### config.mk
export PLATFORM = sky130hd
export DESIGN_NAME = fixed_point_multiplier
export DESIGN_NICKNAME = d
export VERILOG_FILES = /design/src/rtl/fxp_pkg.sv /design/src/rtl/fxp_step_counter.sv /design/src/rtl/fixed_point_multiplier.sv
export SDC_FILE = /design/constraint.sdc
export NUM_CORES = 1
export LEC_CHECK = 0
export ABC_CLOCK_PERIOD_IN_PS = 5250
export CAP_MARGIN = 25
export CORE_ASPECT_RATIO = 1.25
export CORE_UTILIZATION = 35
export CTS_BUF_LIST = sky130_fd_sc_hd__clkbuf_8
export DETAILED_ROUTE_END_ITERATION = 7
export REMOVE_ABC_BUFFERS = 1
export SETUP_SLACK_MARGIN = 0.05
export SLEW_MARGIN = 25
export SYNTH_ARGS = -nofsm -noshare
export SYNTH_HDL_FRONTEND = slang
export SYNTH_SLANG_ARGS = --single-unit
export TNS_END_PERCENT = 30
### constraint.sdc
create_clock -name clk -period 5.25 [get_ports clk]
set_input_delay 1.05 -clock clk [delete_from_list [all_inputs] [get_ports clk]]
set_output_delay 1.05 -clock clk [all_outputs]
set_load 0.02 [all_outputs]
### src/rtl/fxp_pkg.sv
// Shared definitions for the fixed-point multiply/divide datapath.
// Holds the state encoding, the default Q format, and a Q-format helper.
package fxp_pkg;

  typedef enum logic [1:0] {
    StIdle = 2'd0,
    StRun  = 2'd1,
    StDone = 2'd2
  } fxp_state_e;

  localparam int unsigned DefWidth = 10;
  localparam int unsigned DefFrac  = 5;

  // Representation of 1.0 in the default format.
  localparam int unsigned FxpOne = 1 << DefFrac;

  function automatic int unsigned fxp_one(input int unsigned frac);
    return 1 << frac;
  endfunction

endpackage

### src/rtl/fxp_step_counter.sv
// Iteration counter with synchronous clear, enable and a terminal-count flag.
// Shared by the multiplier and divider sequencers.
module fxp_step_counter #(
  parameter int unsigned CntW  = 4,
  parameter int unsigned TcVal = 9
) (
  input  logic            clk,
  input  logic            rst,
  input  logic            i_clr,
  input  logic            i_en,
  output logic [CntW-1:0] o_cnt,
  output logic            o_tc
);

  localparam logic [CntW-1:0] TcCnt = CntW'(TcVal);

  logic [CntW-1:0] r_cnt;

  always_ff @(posedge clk or posedge rst) begin
    if (rst) begin
      r_cnt <= '0;
    end else if (i_clr) begin
      r_cnt <= '0;
    end else if (i_en) begin
      r_cnt <= r_cnt + 1'b1;
    end
  end

  assign o_cnt = r_cnt;
  assign o_tc  = (r_cnt == TcCnt);

endmodule

### src/rtl/fixed_point_multiplier.sv
// Sequential unsigned fixed-point shift-add multiplier: P = (A*B) >> FRAC.
// One partial product per clock; shares the ld_a/ld_b/start handshake with the divider.
module fixed_point_multiplier
  import fxp_pkg::*;
#(
  parameter int unsigned WIDTH = DefWidth,
  parameter int unsigned FRAC  = DefFrac
) (
  input  logic             clk,
  input  logic             rst,
  input  logic             ld_a,
  input  logic             ld_b,
  input  logic [WIDTH-1:0] A,
  input  logic [WIDTH-1:0] B,
  input  logic             start,
  output logic             busy,
  output logic             done,
  output logic [WIDTH-1:0] P,
  output logic             ov
);

  localparam int unsigned CntW = (WIDTH > 1) ? $clog2(WIDTH) : 1;

  fxp_state_e         r_state;
  logic [WIDTH-1:0]   r_a;
  logic [WIDTH-1:0]   r_b;
  logic [2*WIDTH-1:0] r_acc;
  logic [2*WIDTH-1:0] r_mcand;
  logic [WIDTH-1:0]   r_mplr;
  logic               r_busy;
  logic               r_done;

  logic               w_accept;
  logic               w_step;
  logic               w_tc;
  logic [CntW-1:0]    w_cnt;

  assign w_accept = (r_state == StIdle) && start;
  assign w_step   = (r_state == StRun);

  fxp_step_counter #(
    .CntW  (CntW),
    .TcVal (WIDTH - 1)
  ) u_step_counter (
    .clk   (clk),
    .rst   (rst),
    .i_clr (w_accept),
    .i_en  (w_step),
    .o_cnt (w_cnt),
    .o_tc  (w_tc)
  );

  always_ff @(posedge clk or posedge rst) begin
    if (rst) begin
      r_state <= StIdle;
      r_a     <= '0;
      r_b     <= '0;
      r_acc   <= '0;
      r_mcand <= '0;
      r_mplr  <= '0;
      r_busy  <= 1'b0;
      r_done  <= 1'b0;
    end else begin
      unique case (r_state)
        StIdle: begin
          if (ld_a) r_a <= A;
          if (ld_b) r_b <= B;
          // Operands latch from r_a/r_b, so a same-edge load affects only the next run.
          if (start) begin
            r_acc   <= '0;
            r_mcand <= {{WIDTH{1'b0}}, r_a};
            r_mplr  <= r_b;
            r_state <= StRun;
            r_busy  <= 1'b1;
          end
        end
        StRun: begin
          if (r_mplr[0]) r_acc <= r_acc + r_mcand;
          r_mcand <= r_mcand << 1;
          r_mplr  <= r_mplr >> 1;
          if (w_tc) begin
            r_state <= StDone;
            r_done  <= 1'b1;
          end
        end
        StDone: begin
          r_state <= StIdle;
          r_busy  <= 1'b0;
          r_done  <= 1'b0;
        end
        default: begin
          r_state <= StIdle;
          r_busy  <= 1'b0;
          r_done  <= 1'b0;
        end
      endcase
    end
  end

  assign busy = r_busy;
  assign done = r_done;
  assign P    = r_acc[FRAC +: WIDTH];
  assign ov   = |r_acc[2*WIDTH-1:FRAC+WIDTH];

endmodule

# == Word-level counts from Yosys, hierarchy flattened ==
# Cells that the tools add are included.
# totals
ff_bits,78
word_cells,46
output_inout_bits,13
# classes
eq_ne,5
bitwise_logic,2
n_reduce_logical,12
n_addsub,2
n_mux,16
# ops
operator,n
20-bit one-hot mux with 2 select lines,2
20-bit 2-to-1 mux,3
20-bit adder,1
10-bit one-hot mux with 2 select lines,1
2-bit AND reduction,6
10-bit 2-to-1 mux,1
4-bit 2-to-1 mux,2
"2-bit inequality test, second input constant",3
5-bit OR reduction,1
"4-bit by 1-bit adder with 4-bit output, second input constant",1
"4-bit equality test, second input constant",1
2-bit 2-to-1 mux,2
1-bit one-hot mux with 2 select lines,2
2-bit one-hot mux with 2 select lines,1
2-bit nonzero test,2
3-bit AND reduction,1
"2-bit by 1-bit equality test with 1-bit output, second input constant",1
2-bit logical NOT,1
1-bit 2-to-1 mux,2
1-bit inverter,2
1-bit logical AND,1

# == Longest topological paths before layout ==
# logic_depth
depth_word,3
depth_mapped,9
mapped_depth_nobuf,9

# == Hierarchy ==
# Synthesis repeated with hierarchy kept, for this count alone.
# unflattened
cells_unflattened,422
area_unflattened_um2,4078.9
# by_module_without_submodules
mod,cells_each,area_per_inst_um2,n_inst
fixed_point_multiplier,402,3860.0,1
fxp_step_counter,20,219.0,1

# == Worst setup path after synthesis ==
# Ideal clock, no wire load.
# synth_path
path_type,reg-to-reg
from,reg r_mcand[0]
to,reg r_acc[16]
stages_incl_launch_ff,10
setup_slack_ns,2.909
path_buffers,0
t_arrival_ns,2.215
setup_time_ns,0.127
cell_sequence,dfrtp_1 ha_1 fa_1 a21o_1 a221oi_2 o31a_4 o21ai_2 a221oi_2 xor2_1 o21ai_1
# synth_via
elab_chain_cells,3
# synth_rtl
element,line,rtl
"start, declared",fixed_point_multiplier.sv:28,logic [2*WIDTH-1:0] r_mcand;
"start signal, assigned",fixed_point_multiplier.sv:71,"r_mcand <= {{WIDTH{1'b0}}, r_a};"
"start signal, assigned",fixed_point_multiplier.sv:79,r_mcand <= r_mcand << 1;
20-bit adder,fixed_point_multiplier.sv:78,if (r_mplr[0]) r_acc <= r_acc + r_mcand;
20-bit 2-to-1 mux,fixed_point_multiplier.sv:78,
20-bit one-hot mux with 2 select lines,fixed_point_multiplier.sv:64,unique case (r_state)
"end signal, assigned",fixed_point_multiplier.sv:78,
"end, declared",fixed_point_multiplier.sv:27,logic [2*WIDTH-1:0] r_acc;
# No other way between the ends. The select of a mux whose other input is x is not followed.
# A chain may end at the register's enable or synchronous reset.

# == Worst setup path in the final report ==
# layout_path
from,reg r_acc[15]
to,out ov
# layout_via
elab_chain_cells,1
# layout_rtl
element,line,rtl
5-bit OR reduction,fixed_point_multiplier.sv:103,assign ov = |r_acc[2*WIDTH-1:FRAC+WIDTH];
"end, declared",fixed_point_multiplier.sv:19,output logic ov
# No other way between the ends.

==> impl_results.rst <==
.. list-table::
   :header-rows: 1

   * - Metric
     - Value
   * - Sequential element share of the synthesized area
     - 0.482
   * - Global-route congestion overflow total
     - 0
   * - Vias per cell
     - 5.17
   * - Unrepaired setup endpoints after global routing
     - false
   * - Util after Layout
     - 0.419
   * - GRT busiest layer
     - met2
   * - Share of post-route cells with drive strength above 1
     - 0.111
   * - Worst path required time
     - 4200 ps
   * - Critical path launch point type
     - register
   * - Critical path launch point
     - r_acc[15]
   * - Cell area after synthesis
     - 0.00405 mm²
   * - Largest area contributor in the synthesized netlist
     - sky130_fd_sc_hd__dfrtp_1
   * - Gate power share
     - 0.523
   * - Post-layout nets
     - 492
   * - Cell types occupying the most area after synthesis
     - sky130_fd_sc_hd__dfrtp_1, sky130_fd_sc_hd__nand2_1, sky130_fd_sc_hd__ha_1
   * - Die area
     - 0.0120 mm²
   * - Largest buffer count on any clock path
     - 2
   * - IO Count
     - 38
   * - Final critical path time including I/O delays and setup
     - 2630 ps
   * - Share of the cycle needed by the critical path after routing
     - 0.501
   * - Fmax
     - 380 MHz
   * - Largest family of logic cells by synthesized area
     - simple AND/OR/NAND/NOR gates
   * - Psw
     - 1.41 mW
   * - Resized cells post-CTS
     - 0
   * - Tightest Hold Check Type
     - register to register
   * - Clock power share
     - 0.147
   * - Synth Area in Adders
     - 0.0698
   * - Xor and xnor fraction of the mapped netlist area
     - 0.0411
   * - Worst Path Max Fanout
     - 3
   * - Area fraction of the dominant cell type after synthesis
     - 0.482
   * - Number of levels the H-tree was split into
     - 3
   * - Number of register bits inferred by synthesis
     - 78
   * - Multiplexer area fraction after synthesis
     - 0.0553
   * - Result of the run
     - finished clean
   * - Core Footprint
     - 0.0112 mm²
   * - Clk pin slew, worst setup/hold paths
     - 80 ps
   * - Gate count of the mapped netlist
     - 419
   * - Data arrival at the endpoint of the critical path
     - 1580 ps
   * - Number of core rows
     - 43
   * - Worst Hold Slack
     - 491 ps
   * - Fraction of power spent switching nets
     - 0.422
   * - Sequential share of power
     - 0.330
   * - Synth warnings
     - 0
   * - Initial antenna violation count
     - 0
   * - Layout Skew
     - 8.80 ps
   * - Hold_buf cts
     - 0
   * - Pwr per Cell Area
     - 709 mW/mm²
   * - Horiz. Die Dim
     - 98.2 µm
   * - Post-route cell area
     - 0.00469 mm²
   * - Sum of negative setup slack
     - 0 ps
   * - Worst IR drop on VDD
     - 0.000244 V
   * - Standby leakage power
     - 2.13 nW
   * - Worst R2R Start
     - r_mcand[0]
   * - Chip height
     - 122 µm
   * - Placed instance area
     - 0.00448 mm²
   * - First-pass iteration count of the detailed router
     - 6
   * - Sum of internal, switching and leakage power
     - 3.33 mW
   * - Drt wl/cell
     - 13.8 µm
   * - Number of global-route vias before repair
     - 3121
   * - Count of fill cells added during filler insertion
     - 1116
   * - Global routing met2 resource utilization
     - 0.255
   * - Number of setup violations in the final report
     - 0
   * - Startpoint of the worst hold path
     - r_a[0]
   * - GR Layer Usage met3
     - 0.0211
   * - Final HPWL DP
     - 5750 µm
   * - TritonCTS buffer count
     - 9
   * - P&R area growth vs syn
     - 15.8%
   * - Wire length of the first global-routing pass
     - 14500 µm
   * - Number of hold violations in the final report
     - 0
   * - Distinct cell type count after synthesis
     - 44
   * - Category of the most critical setup path
     - register to output port
   * - Relative slew margins
     - 0.495
   * - Number of design rule violations left after detail routing
     - 0
   * - Number of clock sinks
     - 78
   * - Synthesized area per cell
     - 9.67 µm²
   * - Number of maximum-capacitance violations
     - 0
   * - Power Internal
     - 1.92 mW
   * - Starting utilization of the core area
     - 0.362
   * - Final wirelength
     - 8100 µm
   * - Post-CTS setup repair buffer count
     - 0
   * - Complex-gate fraction of the synthesized area
     - 0.147
   * - Drt first-iter violations
     - 159
   * - Post-synthesis share of cell area spent on and, or, nand and nor gates
     - 0.163
   * - Cell chosen for the clock root
     - sky130_fd_sc_hd__clkbuf_8
   * - Ant diodes
     - 0
   * - Routed via count
     - 3024
   * - Tightest Pin Transition
     - 757 ps
   * - Antenna-violating nets left
     - 0
   * - Maximum number of pins on one net before global-route repair
     - 44
   * - Clock tree from TritonCTS
     - built
   * - GR Layer Usage met1
     - 0.193
   * - Clk_lat worst skew
     - 350 ps
   * - Number of pins with negative max-slew slack in the final report
     - 0
   * - Final estimated routing congestion in global placement
     - 0.826
   * - IO buf count
     - 37
   * - Total global-route track usage
     - 0.150
   * - Critical Path Sink Type
     - output port
sequential cells by signal, indices dropped and copies added, names as in the netlist:
name and cells:
r_mcand 20, r_mplr 10, r_a 10, done 1, r_state 2, r_acc 20, u_step_counter.o_cnt 4, busy 1
r_b 10
cell usage after synthesis, drive strengths merged:
cell type,number
nor2,27
nand2,92
nand3,20
a31o,1
mux2,19
mux2i,1
a41oi,2
dfrtp,78
o31a,1
xnor2,6
buf,11
a221oi,3
xor2,13
fa,1
and2,7
a21o,7
a31oi,19
a21boi,1
and4,1
a221o,1
o21ai,32
nor2b,2
ha,21
and3,1
nand4,2
inv,6
a21oi,16
clkbuf,16
o21a,1
o21bai,3
nor3,3
a22o,3
a211o,1
or3,1
worst max-delay path: stages, from the launching register on:
cell,delay [ps]
sky130_fd_sc_hd__dfrtp_1,420
sky130_fd_sc_hd__nor3_1,190
sky130_fd_sc_hd__nand2_1,90
sky130_fd_sc_hd__clkdlybuf4s50_1,530
power groups by stage:
stage | clock [mW] | combinational [mW] | sequential, mW
6_report | 0.488 | 1.74 | 1.10
5_1_grt | 0.526 | 1.97 | 1.14
4_1_cts | 0.502 | 1.75 | 1.10
3_5_place_dp | 0 | 1.74 | 1.12
3_3_place_gp | 0 | 1.72 | 1.11
2_1_floorplan | 0 | 1.28 | 1.10
final cells by class:
class,count,area (µm²),share of cell area
repair buffers,42,408,0.0869
inverters,6,22.5,0.00480
clock buffers,9,124,0.0264
well taps,135,169,0.0360
flip-flops and latches,78,1950,0.416
multi-input cells,308,1930,0.411
clock inverters,7,90.1,0.0192
layout by cell type, fill, tap and decap left out, types with 2 or more instances in the layout:
master	count
sky130_fd_sc_hd__o21bai_1	3
sky130_fd_sc_hd__a21oi_1	16
sky130_fd_sc_hd__o21ai_0	16
sky130_fd_sc_hd__a22o_1	3
sky130_fd_sc_hd__o21ai_2	2
sky130_fd_sc_hd__clkdlybuf4s50_1	37
sky130_fd_sc_hd__o21ai_1	14
sky130_fd_sc_hd__nor2_1	27
sky130_fd_sc_hd__inv_1	6
sky130_fd_sc_hd__nand4_1	2
sky130_fd_sc_hd__ha_1	21
sky130_fd_sc_hd__xor2_1	13
sky130_fd_sc_hd__clkbuf_8	9
sky130_fd_sc_hd__a21o_2	2
sky130_fd_sc_hd__a31oi_1	19
sky130_fd_sc_hd__a21o_1	5
sky130_fd_sc_hd__nand3_1	20
sky130_fd_sc_hd__nand2_1	91
sky130_fd_sc_hd__a221oi_2	2
sky130_fd_sc_hd__xnor2_1	6
sky130_fd_sc_hd__dfrtp_1	78
sky130_fd_sc_hd__and2_1	6
sky130_fd_sc_hd__clkinv_2	2
sky130_fd_sc_hd__nor3_1	3
sky130_fd_sc_hd__mux2_2	19
sky130_fd_sc_hd__buf_4	5
sky130_fd_sc_hd__bufinv_16	2
path summary, 6_finish.rpt:
| check | depth (start not counted) | end | slack [ps] |
|---|---|---|---|
| setup / recovery | 3 | ov | 2620 |
| hold / removal | 2 | r_mcand[0] | 490 |
| setup reg to reg | 9 | r_acc[16] | 2680 |
| hold reg to reg | 2 | r_mcand[0] | 490 |
| max in group asynchronous | 3 | r_mcand[13] | 3080 |
| min in group asynchronous | 2 | r_b[6] | 1150 |
through the flow:
step / std cells / worst slack [ps]
after global placement: 569 / 2600
after floorplan: 392 / 2200
final: 585 / 2620
after detailed placement: 569 / 2570
after global routing: 585 / 2560
after CTS: 585 / 2590
cell families after synthesis:
kind of cell / count (synthesis)
multiplexers: 20
AO/OA/AOI/OAI: 91
flip-flops: 78
XOR/XNOR: 19
AND/OR/NAND/NOR: 156
adder cells (fa/ha/maj): 22
buffers and inverters: 33
per-layer routing:
layer | wire length (µm) | vias to the layer above
met5 | 0 | -
met4 | 142 | 0
met3 | 266 | 10
met2 | 3820 | 60
met1 | 3870 | 1457
li1 | - | 1497
No activity file was read; power rests on OpenSTA's default activity.
